### config.mk
export PLATFORM = sky130hd
export DESIGN_NAME = mem_access_stage
export DESIGN_NICKNAME = d
export VERILOG_FILES = /design/src/rtl/mem_access_stage_pkg.sv /design/src/rtl/mem_lane_unit.sv /design/src/rtl/mem_access_stage.sv
export SDC_FILE = /design/constraint.sdc
export NUM_CORES = 1
export LEC_CHECK = 0
export ABC_AREA = 1
export CAP_MARGIN = 0
export CORE_AREA = 5 5 176 178
export DETAILED_ROUTE_END_ITERATION = 8
export DIE_AREA = 0 0 181 183
export GPL_ROUTABILITY_DRIVEN = 1
export SLEW_MARGIN = 20
export SYNTH_ARGS = -nofsm -noshare
export SYNTH_HDL_FRONTEND = slang
export SYNTH_SLANG_ARGS = --single-unit
### constraint.sdc
create_clock -name cpu_clk_50M -period 6.78 [get_ports cpu_clk_50M]
set_input_delay 1.695 -clock cpu_clk_50M [delete_from_list [all_inputs] [get_ports cpu_clk_50M]]
set_output_delay 1.695 -clock cpu_clk_50M [all_outputs]
set_load 0.02 [all_outputs]
### src/rtl/mem_access_stage_pkg.sv
// Shared opcodes, exception codes and state encoding for the memory-access stage.
package mem_access_stage_pkg;

    localparam logic [7:0] MINIMIPS32_ADDU = 8'h19;
    localparam logic [7:0] MINIMIPS32_MTHI = 8'h13;
    localparam logic [7:0] MINIMIPS32_LB   = 8'h90;
    localparam logic [7:0] MINIMIPS32_LBU  = 8'h91;
    localparam logic [7:0] MINIMIPS32_LH   = 8'h92;
    localparam logic [7:0] MINIMIPS32_LHU  = 8'h93;
    localparam logic [7:0] MINIMIPS32_LW   = 8'h94;
    localparam logic [7:0] MINIMIPS32_SB   = 8'h98;
    localparam logic [7:0] MINIMIPS32_SH   = 8'h99;
    localparam logic [7:0] MINIMIPS32_SW   = 8'h9A;

    localparam logic [4:0] EXC_NONE = 5'h10;
    localparam logic [4:0] EXC_ADEL = 5'h04;
    localparam logic [4:0] EXC_ADES = 5'h05;
    localparam logic [4:0] EXC_DBE  = 5'h07;

    typedef enum logic [1:0] {
        MS_IDLE  = 2'd0,
        MS_REQ   = 2'd1,
        MS_DONE  = 2'd2,
        MS_DRAIN = 2'd3
    } ms_state_t;

    function automatic logic is_load(input logic [7:0] op);
        return (op == MINIMIPS32_LB) || (op == MINIMIPS32_LBU) || (op == MINIMIPS32_LH) ||
               (op == MINIMIPS32_LHU) || (op == MINIMIPS32_LW);
    endfunction

    function automatic logic is_store(input logic [7:0] op);
        return (op == MINIMIPS32_SB) || (op == MINIMIPS32_SH) || (op == MINIMIPS32_SW);
    endfunction

    function automatic logic is_half(input logic [7:0] op);
        return (op == MINIMIPS32_LH) || (op == MINIMIPS32_LHU) || (op == MINIMIPS32_SH);
    endfunction

    function automatic logic is_word(input logic [7:0] op);
        return (op == MINIMIPS32_LW) || (op == MINIMIPS32_SW);
    endfunction

endpackage

### src/rtl/mem_lane_unit.sv
// Byte-lane logic: store enables and replication, little-endian load extraction and extension.
// Purely combinational, zero latency, no flow control.
module mem_lane_unit
    import mem_access_stage_pkg::*;
(
    input  logic [7:0]  i_aluop,
    input  logic [1:0]  i_addr_lo,
    input  logic [31:0] i_din,
    input  logic [31:0] i_rdata,
    output logic [3:0]  o_we,
    output logic [31:0] o_wdata,
    output logic [31:0] o_ldata
);

    logic [7:0]  w_byte;
    logic [15:0] w_half;

    always_comb begin
        o_we    = 4'b0000;
        o_wdata = i_din;
        case (i_aluop)
            MINIMIPS32_SB: begin
                o_we    = 4'b0001 << i_addr_lo;
                o_wdata = {4{i_din[7:0]}};
            end
            MINIMIPS32_SH: begin
                o_we    = i_addr_lo[1] ? 4'b1100 : 4'b0011;
                o_wdata = {2{i_din[15:0]}};
            end
            MINIMIPS32_SW: o_we = 4'b1111;
            default: ;
        endcase
    end

    always_comb begin
        w_byte = i_rdata[7:0];
        case (i_addr_lo)
            2'd1:    w_byte = i_rdata[15:8];
            2'd2:    w_byte = i_rdata[23:16];
            2'd3:    w_byte = i_rdata[31:24];
            default: w_byte = i_rdata[7:0];
        endcase
        w_half  = i_addr_lo[1] ? i_rdata[31:16] : i_rdata[15:0];
        o_ldata = i_rdata;
        case (i_aluop)
            MINIMIPS32_LB:  o_ldata = {{24{w_byte[7]}}, w_byte};
            MINIMIPS32_LBU: o_ldata = {24'h0, w_byte};
            MINIMIPS32_LH:  o_ldata = {{16{w_half[15]}}, w_half};
            MINIMIPS32_LHU: o_ldata = {16'h0, w_half};
            default: ;
        endcase
    end

endmodule

### src/rtl/mem_access_stage.sv
// Memory-access stage: one bus access per load/store, minimum 3 cycles; others pass through at zero latency.
// Holds the pipeline via stallreq_mem from issue until the ack (or watchdog abort) has been captured.
module mem_access_stage
    import mem_access_stage_pkg::*;
#(
    parameter int WAIT_W = 8
) (
    input  logic        cpu_clk_50M,
    input  logic        cpu_rst,
    input  logic        mem_flush_i,
    input  logic [7:0]  mem_aluop_i,
    input  logic [4:0]  mem_wa_i,
    input  logic        mem_wreg_i,
    input  logic        mem_mreg_i,
    input  logic [31:0] mem_wd_i,
    input  logic [31:0] mem_din_i,
    input  logic        mem_whilo_i,
    input  logic [63:0] mem_hilo_i,
    input  logic [4:0]  mem_exccode_i,
    output logic        dm_req,
    output logic [3:0]  dm_we,
    output logic [31:0] dm_addr,
    output logic [31:0] dm_wdata,
    input  logic        dm_ack,
    input  logic [31:0] dm_rdata,
    output logic [4:0]  mem_wa_o,
    output logic        mem_wreg_o,
    output logic [31:0] mem_wd_o,
    output logic        mem_whilo_o,
    output logic [63:0] mem_hilo_o,
    output logic [4:0]  mem_exccode_o,
    output logic        mem2id_wreg,
    output logic [4:0]  mem2id_wa,
    output logic [31:0] mem2id_wd,
    output logic        mem2exe_whilo,
    output logic [63:0] mem2exe_hilo,
    output logic        stallreq_mem
);

    localparam logic [WAIT_W-1:0] WDOG_LAST = {{(WAIT_W-1){1'b1}}, 1'b0};

    ms_state_t         r_state, w_next;
    logic [WAIT_W-1:0] r_wdog;
    logic [31:0]       r_rdata_q;
    logic              r_flush_seen, r_dbe;
    logic              w_is_load, w_is_store, w_misalign, w_mem_op, w_start, w_timeout;
    logic              w_stall, w_done, w_drain, w_suppress;
    logic [3:0]        w_we;
    logic [31:0]       w_wdata, w_ldata;

    mem_lane_unit u_lane (
        .i_aluop   (mem_aluop_i),
        .i_addr_lo (mem_wd_i[1:0]),
        .i_din     (mem_din_i),
        .i_rdata   (r_rdata_q),
        .o_we      (w_we),
        .o_wdata   (w_wdata),
        .o_ldata   (w_ldata)
    );

    assign w_is_load  = is_load(mem_aluop_i);
    assign w_is_store = is_store(mem_aluop_i);
    assign w_misalign = (is_half(mem_aluop_i) && mem_wd_i[0]) ||
                        (is_word(mem_aluop_i) && (mem_wd_i[1:0] != 2'b00));
    assign w_mem_op   = (w_is_load || w_is_store) && (mem_exccode_i == EXC_NONE) && !w_misalign;
    assign w_start    = (r_state == MS_IDLE) && w_mem_op && !mem_flush_i;
    assign w_timeout  = (r_state == MS_REQ) && !dm_ack && (r_wdog == WDOG_LAST);
    assign w_done     = (r_state == MS_DONE);
    assign w_drain    = (r_state == MS_DRAIN);

    always_comb begin
        w_next  = r_state;
        w_stall = 1'b0;
        case (r_state)
            MS_IDLE: begin
                if (w_start) begin
                    w_next  = MS_REQ;
                    w_stall = 1'b1;
                end
            end
            MS_REQ: begin
                w_stall = 1'b1;
                if (dm_ack)
                    w_next = (r_flush_seen || mem_flush_i) ? MS_DRAIN : MS_DONE;
                else if (w_timeout)
                    w_next = MS_DONE;
            end
            default: w_next = MS_IDLE;
        endcase
    end

    always_ff @(posedge cpu_clk_50M) begin
        if (cpu_rst) begin
            r_state      <= MS_IDLE;
            dm_req       <= 1'b0;
            dm_we        <= 4'b0000;
            dm_addr      <= 32'h0;
            dm_wdata     <= 32'h0;
            r_rdata_q    <= 32'h0;
            r_wdog       <= '0;
            r_flush_seen <= 1'b0;
            r_dbe        <= 1'b0;
        end else begin
            r_state <= w_next;
            if (w_start) begin
                dm_req       <= 1'b1;
                dm_we        <= w_we;
                dm_addr      <= {mem_wd_i[31:2], 2'b00};
                dm_wdata     <= w_wdata;
                r_wdog       <= '0;
                r_flush_seen <= 1'b0;
                r_dbe        <= 1'b0;
            end else if (r_state == MS_REQ) begin
                // The bus cycle cannot be cancelled; a flush only decides where the result goes.
                if (mem_flush_i)
                    r_flush_seen <= 1'b1;
                if (dm_ack) begin
                    dm_req    <= 1'b0;
                    dm_we     <= 4'b0000;
                    r_rdata_q <= dm_rdata;
                end else if (w_timeout) begin
                    dm_req <= 1'b0;
                    dm_we  <= 4'b0000;
                    r_dbe  <= 1'b1;
                end else begin
                    r_wdog <= r_wdog + 1'b1;
                end
            end
        end
    end

    // A bus-error abort delivers no load data, so its register write is dropped too.
    assign w_suppress = w_misalign || w_is_store || w_stall || w_drain || mem_flush_i ||
                        (w_done && r_dbe);

    always_comb begin
        mem_wa_o      = 5'h0;
        mem_wreg_o    = 1'b0;
        mem_wd_o      = 32'h0;
        mem_whilo_o   = 1'b0;
        mem_hilo_o    = 64'h0;
        mem_exccode_o = 5'h0;
        if (!cpu_rst) begin
            mem_wa_o    = mem_wa_i;
            mem_wreg_o  = mem_wreg_i && !w_suppress;
            mem_wd_o    = (w_done && mem_mreg_i && !r_dbe) ? w_ldata : mem_wd_i;
            mem_whilo_o = mem_whilo_i && !(w_stall || w_drain || mem_flush_i);
            mem_hilo_o  = mem_hilo_i;
            if (mem_exccode_i != EXC_NONE)
                mem_exccode_o = mem_exccode_i;
            else if (w_misalign)
                mem_exccode_o = w_is_load ? EXC_ADEL : EXC_ADES;
            else if (w_done && r_dbe)
                mem_exccode_o = EXC_DBE;
            else
                mem_exccode_o = EXC_NONE;
        end
    end

    assign stallreq_mem  = w_stall && !cpu_rst;
    assign mem2id_wreg   = mem_wreg_o;
    assign mem2id_wa     = mem_wa_o;
    assign mem2id_wd     = mem_wd_o;
    assign mem2exe_whilo = mem_whilo_o;
    assign mem2exe_hilo  = mem_hilo_o;

endmodule
Word-level counts from Yosys, hierarchy flattened
Cells that the tools add are included.
{"block": "classes", "reduce_logical": 51, "bitwise": 3, "n_eq_ne": 19, "n_shift": 1, "n_addsub": 1, "muxes": 32}
{"operator": "32-bit case mux with 4 select lines", "count": 1}
{"operator": "8-bit equality test, second input constant", "count": 9}
{"operator": "32-bit two-way mux", "count": 2}
{"operator": "64-bit two-way mux", "count": 1}
{"operator": "32-bit case mux with 2 select lines", "count": 1}
{"operator": "5-bit two-way mux", "count": 5}
{"operator": "8-bit case mux with 3 select lines", "count": 1}
{"operator": "4-bit two-way mux", "count": 5}
{"operator": "1-bit logical OR", "count": 19}
{"operator": "16-bit two-way mux", "count": 1}
{"operator": "1-bit logical AND", "count": 14}
{"operator": "4-bit case mux with 3 select lines", "count": 1}
{"operator": "1-bit two-way mux", "count": 9}
{"operator": "3-bit AND reduction", "count": 3}
{"operator": "8-bit by 1-bit adder with 8-bit output, second input constant", "count": 1}
{"operator": "2-bit equality test, second input constant", "count": 4}
{"operator": "1-bit zero test", "count": 7}
{"operator": "2-bit two-way mux", "count": 3}
{"operator": "2-bit AND reduction", "count": 3}
{"operator": "5-bit equality test, second input constant", "count": 1}
{"operator": "5-bit inequality test, second input constant", "count": 1}
{"operator": "2-bit by 1-bit equality test with 1-bit output, second input constant", "count": 2}
{"operator": "2-bit case mux with 2 select lines", "count": 1}
{"operator": "2-bit nonzero test", "count": 2}
{"operator": "8 further kinds", "count": 10}
{"block": "word_totals", "output_inout_bits": 281, "wordCells": 116, "register_bits": 111}

Longest topological paths before layout
Gate-level depths: netlist of the first run.
{"block": "depth", "ltp_word": 19, "mapped_depth": 13, "depth_no_buf": 12}

By module
Synthesis of the first run repeated with hierarchy kept, for this count alone.
{"block": "hier_totals", "cells_unflattened": 1358, "hier_area_um2": 8164.1}
{"mod": "mem_access_stage", "area_each_um2": 6483.7, "cells_each": 1024, "n_inst": 1, "seq_area_each_um2": 2222.1}
{"mod": "mem_lane_unit", "area_each_um2": 1680.4, "cells_each": 334, "n_inst": 1, "seq_area_each_um2": 0.0}

Least setup slack after synthesis of the first run
No wires, ideal clock.
{"block": "synth_timing", "kind": "input-to-output", "from": "input port mem_wd_i[1]", "to": "output port mem_wd_o[26]", "t_arrival_ns": 3.286, "path_buffers": 3, "path_slack_ns": 1.799, "path_stages": 9, "t_required_ns": 5.085, "cell_sequence": "buf_2 o21a_1 o21ai_2 nand2_2 nand2_2 buf_6 o211ai_1 a21oi_1 buf_4"}
{"block": "synth_via", "elab_chain_cells": 5, "elab_cells_between_ends": 8, "cone_classes": "eq/ne: 3; mux: 5"}
{"item": "start: declaration", "line_no": "mem_access_stage.sv:15", "rtl": "input logic [31:0] mem_wd_i,"}
{"item": "2-bit equality test / 2-bit by 1-bit equality test with 1-bit output (equally long branches)", "line_no": "mem_lane_unit.sv:37", "rtl": "case (i_addr_lo)"}
{"item": "8-bit case mux with 3 select lines", "line_no": "mem_lane_unit.sv:37"}
{"item": "32-bit case mux with 4 select lines *", "line_no": "mem_lane_unit.sv:45", "rtl": "case (i_aluop)"}
{"item": "32-bit two-way mux *", "line_no": "mem_access_stage.sv:146", "rtl": "mem_wd_o = (w_done && mem_mreg_i && !r_dbe) ? w_ldata : mem_wd_i;"}
{"item": "32-bit two-way mux *", "line_no": "mem_access_stage.sv:143", "rtl": "if (!cpu_rst) begin"}
{"item": "end: declaration", "line_no": "mem_access_stage.sv:28", "rtl": "output logic [31:0] mem_wd_o,"}
Mark *: on every way between the ends. The rest lies on a longest branch, timed or not.

Final worst setup path of the first run
{"block": "layout_timing", "from": "input port mem_wd_i[1]", "to": "output port mem_wd_o[27]"}
Same word-level chain as after synthesis.

==> flow_metrics.tcl, run 1 <==
set metrics [dict create \
    outcome "finished clean" \
    die-area_um2 33120 \
    ys_seq_area_share_pct 31.55 \
    cts_root_buf "clkbuf_16" \
    drive_gt1_share_pct 3.886 \
    ys_types 38 \
    hpwl_um 28410 \
    clock_latency_ps 360 \
    grt_pass1_wl_um 50560 \
    power_density_nw_per_um2 142.9 \
    drt_iter0_drc 389 \
    ir_drop_v 0.0001016 \
    core.rowCount 63 \
    clk_path_buf_depth 2 \
    synth.avg_cell_area_um2 6.312 \
    setup_tns_ps 0 \
    dr.pass1.iters 5 \
    ctsResizeCount 0 \
    fin_area_um2 11480 \
    synthFlopType "dfxtp_1" \
    clkTransAtPathRegs_ps 70 \
    cp_max_fo 16 \
    relSlewSlack_pct 43.57 \
    yosys_warnings 0 \
    comb_power_share_pct 27.2 \
    switchingPower_w 0.0004984 \
    io_buffers 463 \
    holdWs_ps 460.6 \
    cts_setup_buffers 0 \
    swShare_pct 30.39 \
    nets 1624 \
    ant_nets 0 \
    intPower_w 0.001142 \
    path_class "in -> out" \
    drc 0 \
    p_seq_share_pct 39.7 \
    hp-class "reg -> reg" \
    drv_slew 0 \
    period_minus_slack_ps 6079 \
    grt_max_degree 74 \
    hold_viol 0 \
    nFillCells 3078 \
    seq_area_um2 2222 \
    initial_core_util_pct 24.09 \
    maxCapViolations 0 \
    synthesis.area_um2 7044 \
    finClkSkew_ps 15.56 \
    htreeDepth 3 \
    grt_usage_pct 19.85 \
    core_um2 29240 \
    setup_viol 0 \
    fin_crit_sh_pct 89.66 \
    crit_required_ps 5090 \
    p_leak_nw 4.839 \
    final_cell_mix "clkdlybuf4s50_1, nor2_1, nand2_1" \
    cts_tree "built" \
    die_w_um 181 \
    critPathArrivalTime_ps 4380 \
    cts_made_buffers 9 \
    worst_pin_slew_ps 844.5 \
    wl_per_cell_um 19.16 \
    multi_input_area_um2 3198 \
    gp_congestion 0.8784 \
    io_pins 466 \
    hold_buffers 0 \
    clkPwrFrac_pct 33.1 \
    via_count 8117 \
    die_h_um 183 \
    antenna_cells 0 \
    cts_num_sinks 111 \
    placed_cell_area_um2 11180 \
    end_kind "output port" \
    first_global_vias 8211 \
    syn_to_final_growth_pct 62.91 \
    clock.fmax_ghz 0.1645 \
    synth-edff-count 0 \
    mostFrequentLayoutCell "clkdlybuf4s50_1" \
    routed_via_density 4.433 \
    rsz0062_at_grt "false" \
    synthCells 1116 \
    cp-start-kind "input pin" \
    async_reset_ff_share_pct 0 \
    grt.overflow.total 0 \
    wl_um 35080 \
    antenna_found_initial 1 \
    ys_ff_latch 111 \
]
-- worst paths after layout --
kind,start,endpoint,slack [ps],cells after the start
setup / recovery,mem_wd_i[1],mem_wd_o[27],700,9
hold / removal,r_flush_seen,r_flush_seen,460,2
setup reg to reg,r_state[1],dm_wdata[20],4430,8
hold reg to reg,r_flush_seen,r_flush_seen,460,2
-- area by class of cell --
type	count	area share (%)
clock buffer	10	2.082
clock inverter	5	0.4579
inverter	145	4.743
multi-input combinational	695	27.87
sequential	111	19.36
tap	390	4.252
timing repair buffer	475	41.23
-- routing by layer --
metal	part of all wire [%]	routed length, um	global-route usage (%)
met1	39	13610	22.27
met2	51	17830	36.36
met3	8.4	2954	6.704
met4	1.9	680	4.863
met5	0	0	0
-- power by group through the flow --
stage          clock (W)  combinational (W)  sequential, W
6_report        0.000543           0.000446       0.000652
5_1_grt         0.000590           0.000472       0.000652
4_1_cts         0.000563           0.000449       0.000652
3_5_place_dp           0           0.000447       0.000667
3_3_place_gp           0           0.000447       0.000667
2_1_floorplan          0           0.000211       0.000667
-- synth_stat cells (3+ instances only) --
cell type    n  share of area, %
buf_6        6              0.96
nor2_2       3              0.27
nand4_1      7              0.62
o21ai_0     67               4.8
inv_2        3              0.16
nand2_2      8              0.71
buf_2       15               1.1
buf_4      106                11
nand3_1     33               2.3
nand2_4      3              0.48
o21ai_1     32               2.3
a21oi_1     90               6.4
nor2_1     218                12
buf_1        9              0.48
o22ai_1      4              0.36
o211ai_1    34               3.6
nand2_1    171               9.1
dfxtp_1    111                32
clkbuf_1    29               1.5
inv_1      141               7.5
nor3_1       5              0.36
-- registers in the layout, indices dropped and copies added (netlist names) --
register / flops
dm_addr: 30
dm_req: 1
dm_wdata: 32
dm_we: 4
r_dbe: 1
r_flush_seen: 1
r_rdata_q: 32
r_state: 2
r_wdog: 8
-- metrics by stage --
step / cells / worst slack (ps) / power, W / utilization [%]
final: 1831 / 700.8 / 0.001640 / 39.24
after global routing: 1831 / 552.3 / 0.001713 / 39.24
after CTS: 1831 / 696.3 / 0.001664 / 39.24
after detailed placement: 1816 / 705.6 / 0.001114 / 38.25
after global placement: 1816 / 779.1 / 0.001114 / 38.25
after floorplan: 1117 / 1799 / 0.0008781 / -
-- kinds of logic after synthesis --
group | synth area share, %
simple gates | 26.80
buf+inv | 23.14
other cells | 0.05323
xor+xnor | 0.2487
fa+ha+maj | 0.3552
compound gates | 17.85
flops | 31.55
-- critical path, stage by stage --
cell	delay, ps
clkdlybuf4s50_1	710
nand2_1	100
o21a_1	150
o21ai_2	150
nand2_2	140
nand2_2	310
o211ai_1	160
a21oi_1	290
clkdlybuf4s50_1	670
Power figures use the tool's default switching activity.
==> run 2: changes to the inputs <==
--- a/config.mk
+++ b/config.mk
@@ -7,9 +7,9 @@
 export LEC_CHECK = 0
 export ABC_AREA = 1
 export CAP_MARGIN = 0
-export CORE_AREA = 5 5 176 178
+export CORE_AREA = 2 2 183 185
 export DETAILED_ROUTE_END_ITERATION = 8
-export DIE_AREA = 0 0 181 183
+export DIE_AREA = 0 0 185 187
 export GPL_ROUTABILITY_DRIVEN = 1
 export SLEW_MARGIN = 20
 export SYNTH_ARGS = -nofsm -noshare
==> run 2 against run 1 <==
  * First-iteration DRC count shrank 6.7%
  * Global-route usage shrank 0.49 points
  * Register-to-register slack lost 100 ps
  * Power grew 2.3%
  * Sequential power is essentially flat
  * Maximum frequency shrank 0.24%
  * Cell count grew 3.4%
  * Combinational power is essentially flat
  * Sequential cell count is the same
  * Non-clock buffer count grew 1
  * Wire length shrank 1.6%
  * Largest power group unchanged
==> flow_metrics.tcl, run 2 (synthesized netlist as in run 1, its figures left out) <==
set metrics [dict create \
    outcome "finished clean" \
    nets 1625 \
    mostFrequentLayoutCell "clkdlybuf4s50_1" \
    initial_core_util_pct 21.44 \
    drt_iter0_drc 363 \
    core.rowCount 67 \
    hold_viol 0 \
    die_h_um 187 \
    ant_nets 0 \
    swShare_pct 31.84 \
    p_total_w 0.001677 \
    hold_buffers 0 \
    dr.pass1.iters 5 \
    ir_drop_v 0.0001061 \
    core_um2 32860 \
    die_w_um 185 \
    setup_tns_ps 0 \
    grt_pass1_wl_um 49470 \
    wl_um 34520 \
    reg2regPathDepth 6 \
    comb_power_share_pct 26.7 \
    relSlewSlack_pct 40.64 \
    drc 0 \
    maxCapViolations 0 \
    clock.fmax_ghz 0.1641 \
    fin_ws_ps 686.4 \
    die-area_um2 34600 \
    cp_max_fo 17 \
    hp-class "reg -> reg" \
    clk_path_buf_depth 2 \
    cts_tree "built" \
    drv_slew 0 \
    intPower_w 0.001143 \
    placed_cell_area_um2 11260 \
    fin_crit_sh_pct 89.88 \
    cts_num_sinks 111 \
    clock_latency_ps 370 \
    first_global_vias 7843 \
    grt_usage_pct 19.37 \
    io_pins 466 \
    clkPwrFrac_pct 34.4 \
    cp-start-kind "input pin" \
    reg.largest.list "dm_wdata x32, r_rdata_q x32, dm_addr x30" \
    p_seq_share_pct 38.9 \
    via_count 8212 \
    final_cell_mix "clkdlybuf4s50_1, nor2_1, nand2_1" \
    clkTransAtPathRegs_ps 100 \
    gp_congestion 0.8529 \
    cts_setup_buffers 0 \
    end_kind "output port" \
    critPathArrivalTime_ps 4400 \
    drive_gt1_share_pct 4.158 \
    period_minus_slack_ps 6094 \
    rsz0062_at_grt "false" \
    fin_area_um2 11580 \
    io_buffers 463 \
    syn_to_final_growth_pct 64.33 \
    antenna_found_initial 3 \
    cts_made_buffers 9 \
    dp_slack_ps 662.1 \
    path_class "in -> out" \
    htreeDepth 3 \
    hold_depth 2 \
    setup_viol 0 \
    hpwl_um 27750 \
    worst_pin_slew_ps 888.4 \
    power_density_nw_per_um2 144.9 \
    p_leak_nw 4.851 \
    switchingPower_w 0.0005340 \
    grt.overflow.total 0 \
    finClkSkew_ps 17.27 \
    crit_required_ps 5090 \
    grt_max_degree 76 \
    ctsResizeCount 0 \
    wl_per_cell_um 18.24 \
    cts_root_buf "clkbuf_16" \
    routed_via_density 4.338 \
]
[run 2: changes by cell type in the layout (fill, tap and decap cells not counted), sizes merged]
cell	delta
buf	+3
clkbuf	-1
clkdlybuf4s50	-2
clkinv	+2
diode	+2
[run 2: power groups by stage]
stage               logic, W  registers [W]  clock network (W)
global placement    0.000449       0.000667                  0
finish              0.000448       0.000652           0.000577
CTS                 0.000452       0.000652           0.000594
detailed placement  0.000450       0.000667                  0
floorplan           0.000211       0.000667                  0
global route        0.000476       0.000652           0.000620
[run 2: layout make-up]
type | instances | area [um2]
inverters | 145 | 545.5
flip-flops and latches | 111 | 2222
diodes | 2 | 5.005
clock inverters | 7 | 85.08
fillers | 3534 | 21290
multi-input cells | 695 | 3198
clock buffers | 9 | 225.2
repair buffers | 476 | 4735
well taps | 448 | 560.5
[run 2: per-stage QoR]
stage | cells | hold slack, ps | utilization, %
6_report | 1893 | 452.4 | 35.23
5_1_grt | 1892 | 487.9 | 35.22
4_1_cts | 1891 | 456.6 | 35.21
3_5_place_dp | 1875 | 441.9 | 34.27
3_3_place_gp | 1875 | 436.0 | 34.27
2_1_floorplan | 1117 | 425.6 | -
[run 2: final timing paths]
path | startpoint | endpoint | slack [ps]
max | mem_wd_i[1] | mem2id_wd[19] | 690
min reg2reg | r_flush_seen | r_flush_seen | 450
min | r_flush_seen | r_flush_seen | 450
max reg2reg | r_state[0] | r_rdata_q[15] | 4330
[run 2: per-layer routing]
layer,global-route usage (%),share of wire (%),vias to the layer above
met2,32.93,48,352
met3,5.062,7.9,37
met1,23.60,41,3774
met5,0,0.038,-
li1,-,-,4047
met4,6.410,2.8,2
[run 2: critical path, cell delays in order]
cell	delay, ps
clkdlybuf4s50_1	480
buf_4	220
nor2_1	60
a21oi_1	160
nand2_1	80
o21ai_2	80
nand2_2	170
nand2_2	350
o211ai_1	150
a21oi_1	280
clkdlybuf4s50_1	660
==> run 3: changes to the inputs <==
--- a/config.mk
+++ b/config.mk
@@ -11,6 +11,7 @@
 export DETAILED_ROUTE_END_ITERATION = 8
 export DIE_AREA = 0 0 185 187
 export GPL_ROUTABILITY_DRIVEN = 1
+export SKIP_CTS_REPAIR_TIMING = 1
 export SLEW_MARGIN = 20
 export SYNTH_ARGS = -nofsm -noshare
 export SYNTH_HDL_FRONTEND = slang
==> results of run 3 <==
Final layout, timing and power as in run 2 (identical DEF).
